$ cat config.mk
export PLATFORM = sky130hd
export DESIGN_NAME = block_serial_subtractor
export DESIGN_NICKNAME = d
export VERILOG_FILES = /design/src/rtl/block_sub_pkg.sv /design/src/rtl/sub_block_bypass.sv /design/src/rtl/block_serial_subtractor.sv
export SDC_FILE = /design/constraint.sdc
export NUM_CORES = 1
export LEC_CHECK = 0
export CAP_MARGIN = 20
export CORE_ASPECT_RATIO = 1.25
export CORE_MARGIN = 2
export CORE_UTILIZATION = 46
export DETAILED_ROUTE_END_ITERATION = 10
export PLACE_DENSITY = 0.8
export SLEW_MARGIN = 20
export SYNTH_ARGS = -nofsm -noshare
export SYNTH_HDL_FRONTEND = slang
export SYNTH_SLANG_ARGS = --single-unit
$ cat constraint.sdc
create_clock -name clk -period 4.65 [get_ports clk]
set_input_delay 0.6975 -clock clk [delete_from_list [all_inputs] [get_ports clk]]
set_output_delay 0.6975 -clock clk [all_outputs]
set_load 0.1 [all_outputs]
$ cat src/rtl/block_sub_pkg.sv
// Shared constants, FSM state type and sizing helper for the serial
// block subtractor.
package block_sub_pkg;

  // Width of one block of the datapath; the sub-block hardware is built for exactly this
  localparam int BLK = 8;

  // Controller states
  typedef enum logic {
    IDLE = 1'b0,
    RUN  = 1'b1
  } state_t;

  // Number of BLK-wide blocks in an n-bit operand
  function automatic int nblk(input int n);
    return n / BLK;
  endfunction

endpackage

$ cat src/rtl/sub_block_bypass.sv
// One BLK-wide slice of a + ~b + cin: ripple sum, group propagate and the
// bypass mux that forwards cin straight to the block carry-out when every
// bit of the block propagates.
module sub_block_bypass
  import block_sub_pkg::*;
(
  input  logic [BLK-1:0] a_blk,
  input  logic [BLK-1:0] b_blk,
  input  logic           cin,
  output logic [BLK-1:0] s,
  output logic           cout_bypassed,
  output logic           c_into_msb
);

  logic [BLK:0]   c;
  logic [BLK-1:0] nb;
  logic           p;

  // Ripple chain over the inverted subtrahend, group propagate and bypass select
  always_comb begin
    nb   = ~b_blk;
    c    = '0;
    c[0] = cin;
    s    = '0;
    for (int i = 0; i < BLK; i++) begin
      s[i]   = a_blk[i] ^ nb[i] ^ c[i];
      c[i+1] = (a_blk[i] & nb[i]) | (c[i] & (a_blk[i] ^ nb[i]));
    end
    p             = &(a_blk ^ nb);
    cout_bypassed = p ? cin : c[BLK];
    c_into_msb    = c[BLK-1];
  end

endmodule

$ cat src/rtl/block_serial_subtractor.sv
// Multi-cycle subtractor: diff = a - b computed one BLK-wide block per clock
// using a single reused bypass slice. The carry of a + ~b + 1 is kept between
// cycles; the borrow is its inverse. start/busy/done handshake to the
// controller; all results are registered.
module block_serial_subtractor
  import block_sub_pkg::*;
#(
  parameter int N = 32
) (
  input  logic         clk,
  input  logic         rst_n,
  input  logic         start,
  input  logic [N-1:0] a,
  input  logic [N-1:0] b,
  output logic         busy,
  output logic         done,
  output logic [N-1:0] diff,
  output logic         bout,
  output logic         overflow
);

  localparam int NB = nblk(N);
  localparam int KW = (NB > 1) ? $clog2(NB) : 1;
  localparam logic [KW-1:0] K_LAST = KW'(NB - 1);

  state_t          state_q, state_d;
  logic [N-1:0]    a_q, a_d;
  logic [N-1:0]    b_q, b_d;
  logic [KW-1:0]   k_q, k_d;
  logic            c_q, c_d;
  logic [N-1:0]    diff_q, diff_d;
  logic            bout_q, bout_d;
  logic            ovf_q, ovf_d;
  logic            busy_q, busy_d;
  logic            done_q, done_d;

  logic [BLK-1:0]  a_blk_s;
  logic [BLK-1:0]  b_blk_s;
  logic [BLK-1:0]  s_s;
  logic            cout_s;
  logic            cmsb_s;

  // Select the current block of the latched operands for the shared slice
  always_comb begin
    a_blk_s = a_q[int'(k_q)*BLK +: BLK];
    b_blk_s = b_q[int'(k_q)*BLK +: BLK];
  end

  sub_block_bypass u_blk (
    .a_blk         (a_blk_s),
    .b_blk         (b_blk_s),
    .cin           (c_q),
    .s             (s_s),
    .cout_bypassed (cout_s),
    .c_into_msb    (cmsb_s)
  );

  // Next-state logic: accept in IDLE, one block per cycle in RUN, finish on the last block
  always_comb begin
    state_d = state_q;
    a_d     = a_q;
    b_d     = b_q;
    k_d     = k_q;
    c_d     = c_q;
    diff_d  = diff_q;
    bout_d  = bout_q;
    ovf_d   = ovf_q;
    busy_d  = busy_q;
    done_d  = 1'b0;
    case (state_q)
      IDLE: begin
        if (start) begin
          a_d     = a;
          b_d     = b;
          c_d     = 1'b1;
          k_d     = '0;
          diff_d  = '0;
          busy_d  = 1'b1;
          state_d = RUN;
        end else begin
          busy_d  = 1'b0;
        end
      end
      RUN: begin
        // start is deliberately not looked at here: operands stay as latched
        diff_d[int'(k_q)*BLK +: BLK] = s_s;
        c_d = cout_s;
        if (k_q == K_LAST) begin
          bout_d  = ~cout_s;
          ovf_d   = cmsb_s ^ cout_s;
          busy_d  = 1'b0;
          done_d  = 1'b1;
          k_d     = '0;
          state_d = IDLE;
        end else begin
          k_d     = k_q + KW'(1);
        end
      end
      default: begin
        busy_d  = 1'b0;
        k_d     = '0;
        state_d = IDLE;
      end
    endcase
  end

  // State and result registers; async reset clears everything and aborts a run
  always_ff @(posedge clk or negedge rst_n) begin
    if (!rst_n) begin
      state_q <= IDLE;
      a_q     <= '0;
      b_q     <= '0;
      k_q     <= '0;
      c_q     <= 1'b0;
      diff_q  <= '0;
      bout_q  <= 1'b0;
      ovf_q   <= 1'b0;
      busy_q  <= 1'b0;
      done_q  <= 1'b0;
    end else begin
      state_q <= state_d;
      a_q     <= a_d;
      b_q     <= b_d;
      k_q     <= k_d;
      c_q     <= c_d;
      diff_q  <= diff_d;
      bout_q  <= bout_d;
      ovf_q   <= ovf_d;
      busy_q  <= busy_d;
      done_q  <= done_d;
    end
  end

  assign busy     = busy_q;
  assign done     = done_q;
  assign diff     = diff_q;
  assign bout     = bout_q;
  assign overflow = ovf_q;

endmodule

# Word-level counts from Yosys, hierarchy flattened
# Index checks and enable logic that the tools add are counted.
[op_classes]
n_bitwise = 45
addsub = 2
n_reduce_logical = 3
shifts = 4
n_eq_ne = 3
muxes = 16
[op_table]
columns = ["op", "count"]
rows = [
  ["32-bit one-hot mux with 2 select lines", 1],
  ["32-bit by 6-bit variable part select with 8-bit output", 2],
  ["5-bit negation with 33-bit output", 1],
  ["8-bit by 33-bit variable shift with 32-bit output, first input constant", 1],
  ["8-bit by 33-bit variable part select with 32-bit output", 1],
  ["32-bit bitwise mux", 1],
  ["32-bit two-way mux", 1],
  ["1-bit XOR", 17],
  ["1-bit AND", 16],
  ["8-bit inverter", 1],
  ["1-bit OR", 8],
  ["8-bit AND reduction", 1],
  ["8-bit XOR", 1],
  ["1-bit two-way mux", 7],
  ["1-bit one-hot mux with 2 select lines", 3],
  ["2-bit two-way mux", 2],
  ["2-bit one-hot mux with 2 select lines", 1],
  ["2-bit AND reduction", 2],
  ["2-bit by 1-bit adder with 2-bit output, second input constant", 1],
  ["2-bit == test, second input constant", 1],
  ["2-bit by 1-bit != test with 1-bit output, second input constant", 1],
  ["2-bit != test, second input constant", 1],
  ["1-bit inverter", 2],
]
[totals]
inputBits = 67
output_inout_bits = 36
register_bits = 104
word_cells = 83

# Depth between registers and ports, before layout
[depth]
word_depth = 21
mapped_depth = 16

# Hierarchy
# Synthesis repeated with hierarchy kept, for this count alone.
[hier_totals]
cells_unflattened = 328
area_unflattened_um2 = 5203.7
[by_module_without_submodules]
columns = ["mod", "area_each_um2", "n_inst", "cells_each"]
rows = [
  ["block_serial_subtractor", 4823.4, 1, 283],
  ["sub_block_bypass", 380.4, 1, 45],
]

# Worst setup path after synthesis
# No wires, ideal clock.
[synth_timing]
kind = "reg-to-reg"
from = "register k_q[0]"
to = "register ovf_q (netlist: overflow)"
path_slack_ns = -0.173
path_buffers = 2
t_required_ns = 4.583
arrival_time_ns = 4.756
path_stages_with_launch = 17
path_cell_list = "dfrtp_1 > buf_6 > buf_6 > mux4_2 > fa_1 > fa_1 > fa_1 > fa_1 > fa_1 > inv_1 > fa_1 > inv_1 > fa_1 > fa_1 > nand2b_1 > a221oi_1 > a211o_1"
[synth_between]
elab_chain_cells = 21
word_cells_on_any_way = 41
cone_classes = "eq/ne (1); shift (2); mux (1); bitwise (35); reduce/logical (2)"
[synth_rtl]
columns = ["element", "line_no", "text"]
rows = [
  ["from (decl)", "block_serial_subtractor.sv:29", "logic [KW-1:0] k_q, k_d;"],
  ["from (signal assigned)", "block_serial_subtractor.sv:124", "k_q <= k_d;"],
  ["32-bit by 6-bit variable part select with 8-bit output", "block_serial_subtractor.sv:46", "b_blk_s = b_q[int'(k_q)*BLK +: BLK];"],
  ["8-bit inverter", "sub_block_bypass.sv:21", "nb = ~b_blk;"],
  ["1-bit XOR", "sub_block_bypass.sv:27", "c[i+1] = (a_blk[i] & nb[i]) | (c[i] & (a_blk[i] ^ nb[i]));"],
  ["1-bit AND", "sub_block_bypass.sv:27", ""],
  ["1-bit OR", "sub_block_bypass.sv:27", ""],
  ["1-bit AND", "sub_block_bypass.sv:27", ""],
  ["1-bit OR", "sub_block_bypass.sv:27", ""],
  ["1-bit AND", "sub_block_bypass.sv:27", ""],
  ["(+5 left out)", "--", ""],
  ["1-bit AND", "sub_block_bypass.sv:27", ""],
  ["1-bit OR", "sub_block_bypass.sv:27", ""],
  ["1-bit AND", "sub_block_bypass.sv:27", ""],
  ["1-bit OR", "sub_block_bypass.sv:27", ""],
  ["1-bit AND", "sub_block_bypass.sv:27", ""],
  ["1-bit OR", "sub_block_bypass.sv:27", ""],
  ["1-bit two-way mux", "sub_block_bypass.sv:30", "cout_bypassed = p ? cin : c[BLK];"],
  ["1-bit XOR", "block_serial_subtractor.sv:90", "ovf_d = cmsb_s ^ cout_s;"],
  ["to (signal assigned)", "block_serial_subtractor.sv:128", "ovf_q <= ovf_d;"],
  ["to (decl)", "block_serial_subtractor.sv:33", "logic ovf_q, ovf_d;"],
]
# Several ways; a longest one is shown, not always the timed one.
# A chain may end at the register's enable or synchronous reset.

# Worst setup path after layout
# Ends and elaborated chain as after synthesis.

==> reports/metrics.csv <==
metric,value,unit
status,finished clean,
path_delay_family,adder cells,
drv_slew,0,
cts_buffers,9,
end_kind,flop,
fillers,767,
cts_tree,done,
synth.net_count,389,
coreArea,10200,um^2
synth_cell_types,35,
ys_seq_area_frac,0.538,
grt_pass1_wl,17300,um
path_cells,"mux4_2, fa_2, fa_2, fa_2, fa_2, fa_1, inv_1, fa_1, inv_1, fa_2, fa_2, nand2b_1, a221oi_2, a211o_1",
place_congestion,0.806,
drv_cap,0,
finalCritPeriodShare,0.963,
cp.required,4.93,ns
gr-total-overflow,0,
avgSynthCellArea,16.0,um^2
setup_viol,0,
vias,2977,
clockBufferDepth,2,
fin_nets,498,
grt_pass1_vias,3279,
synth_cells,302,
cp_max_fo,4,
port_buffers,102,
diodes,0,
clock_skew,0.00753,ns
slowest_delay,0.55,ns
hold_viol,0,
tns,0,ns
fmax,223,MHz
grt_antenna_before_repair,0,
slowest_stage,mux4_2,
remaining_drc_errors,0,
wirelength,10400,um
multi_input_area,2070,um^2
htreeDepth,3,
fp-row-count,41,
worst-path-buf-inv,2,
yosysWarnings,0,
drive_above_1_share,0.303,
die_x,95.8,um
drtPass1Iterations,4,
start_kind,flop,
synth.ff_latch_count,104,
hp-class,primary input to async pin,
routed_via_density,5.46,
ff2ff_setup_slack,0.17,ns
timing.slew.headroom,0.341,
first_iter_violations,168,
grt_max_degree,65,
rsz0062_at_grt,false,
root_buffer,clkbuf_16,
r2r_start,k_q[0]$_DFFE_PN0P_,
wl_per_cell,19.1,um
ant_nets,0,
cp_common_cell,fa_2,
netlist_area,4840,um^2
setup_ws,0.170,ns
clkLatencyLatePin,0.34,ns
finalCriticalPeriod,4.48,ns
r2r-end,overflow$_DFFE_PN0P_,
rr_worst_depth,14,
die-height,119,um
arrival,4.76,ns
ctsHoldBuffers,0,
die_area,11400,um^2
path_clk_slew,0.07,ns
synthToLayoutAreaGrowth,30.7,%
clock-sinks,104,
dp_slack,0.129,ns
worstMarginPinSlew,0.985,ns
start_util,0.477,
seq_area,2600,um^2
critPathKind,flop to flop,
place.detailed.hpwl,7820,um
grt_usage,0.201,
io_pins,103,
-- registers in the layout, summed over array words and instances (netlist names) --
register,flops
overflow,1
state_q,1
a_q,32
b_q,32
done,1
busy,1
k_q,2
diff,32
bout,1
c_q,1
-- layer usage --
layer  wire length (um)  vias up  share of wire  track usage
met5                  0        -              0            0
li1                   -     1334              -            -
met3                374       17          0.036       0.0249
met1               4220     1531           0.40        0.249
met2               5620       95           0.54        0.354
met4                220        0          0.021       0.0750
-- cells by family after synthesis --
logic type,Yosys count,synth area share
AOI/OAI and AO/OA,43,0.0817
adders and majority gates,20,0.0641
buffers and inverters,28,0.0398
DFF,104,0.538
muxes,80,0.239
and+or+nand+nor,27,0.0380
-- cell usage after synthesis --
cell type / instances / area (um^2)
dfrtp_1: 104 / 2600
mux2_2: 44 / 495
a22o_1: 33 / 289
mux2_4: 20 / 300
mux4_2: 16 / 360
inv_1: 14 / 52.6
ha_1: 12 / 150
fa_1: 8 / 160
nand2b_1: 6 / 37.5
buf_4: 5 / 37.5
a21oi_4: 3 / 48.8
buf_6: 3 / 33.8
and4_1: 2 / 17.5
buf_12: 2 / 40.0
buf_2: 2 / 10.0
nand2_1: 2 / 7.51
nand3_1: 2 / 10.0
nand4_1: 2 / 12.5
nor2_1: 2 / 7.51
nor2_2: 2 / 12.5
nor2b_1: 2 / 12.5
nor3_1: 2 / 10.0
o21ai_0: 2 / 10.0
a2111oi_2: 1 / 15.0
a211o_1: 1 / 8.76
a221oi_1: 1 / 8.76
a31o_2: 1 / 8.76
a31oi_1: 1 / 6.26
and2_0: 1 / 6.26
buf_8: 1 / 15.0
inv_2: 1 / 3.75
nand2_4: 1 / 11.3
nor3_2: 1 / 10.0
nor3_4: 1 / 16.3
nor3b_2: 1 / 12.5
-- worst max-delay path by stage --
stage	depth (start not counted)	slack, ns	from	end
after detailed placement	16	0.13	k_q[0]$_DFFE_PN0P_	overflow$_DFFE_PN0P_
after global placement	16	0.26	k_q[0]$_DFFE_PN0P_	overflow$_DFFE_PN0P_
after global routing	14	0.06	k_q[0]$_DFFE_PN0P_	overflow$_DFFE_PN0P_
after CTS	16	0.09	k_q[0]$_DFFE_PN0P_	overflow$_DFFE_PN0P_
after floorplan	16	0.02	k_q[0]$_DFFE_PN0P_	overflow$_DFFE_PN0P_
final	14	0.17	k_q[0]$_DFFE_PN0P_	overflow$_DFFE_PN0P_
-- cells in the final DEF (no fill, tap or decap), types with 2 or more instances in the layout --
| cell type | n |
|---|---|
| o21ai_0 | 2 |
| bufinv_16 | 2 |
| nand3_1 | 2 |
| mux2_4 | 20 |
| dfrtp_1 | 104 |
| mux4_2 | 16 |
| buf_4 | 8 |
| and4_1 | 2 |
| nand4_1 | 2 |
| fa_1 | 2 |
| clkinv_4 | 2 |
| a22o_1 | 33 |
| clkbuf_16 | 9 |
| a21oi_4 | 3 |
| nor3_1 | 2 |
| ha_1 | 12 |
| fa_2 | 6 |
| nor2_2 | 2 |
| mux2_2 | 44 |
| clkdlybuf4s50_1 | 101 |
| nand2b_1 | 6 |
| inv_1 | 14 |
| nand2_1 | 2 |
| nor2_1 | 2 |
-- worst register-to-register path: stages (launching register included) --
cell and delay [ns]:
dfrtp_1 0.38, mux4_2 0.56, fa_2 0.38, fa_2 0.35
fa_2 0.35, fa_2 0.35, fa_1 0.36, inv_1 0.08
fa_1 0.18, inv_1 0.07, fa_2 0.44, fa_2 0.42
nand2b_1 0.18, a221oi_2 0.23, a211o_1 0.12
-- what timing repair did --
action | 4_1_cts | 5_1_grt
resized for setup | 0 | 4
buffers inserted | 0 | 2
hold endpoints to repair | 0 | 0
setup endpoints to repair | 0 | 1
-- cell type report --
class / count / share of cell area
flip-flops and latches: 104 / 0.411
clock buffers: 10 / 0.0378
well taps: 129 / 0.0255
clock inverters: 6 / 0.0144
multi-input cells: 170 / 0.328
inverters: 15 / 0.00890
repair buffers: 111 / 0.174
-- metrics by stage --
stage	std cells	area [um^2]	utilization	hold WS (ns)
6_report	545	6330	0.623	0.419
5_1_grt	545	6330	0.623	0.482
4_1_cts	543	6300	0.620	0.437
3_5_place_dp	527	5970	0.587	0.490
3_3_place_gp	527	5970	0.587	0.485
2_1_floorplan	302	4850	-	0.402
Power is not shown: default switching activity piles up to over one toggle a cycle in this logic, so the estimate is an artifact.
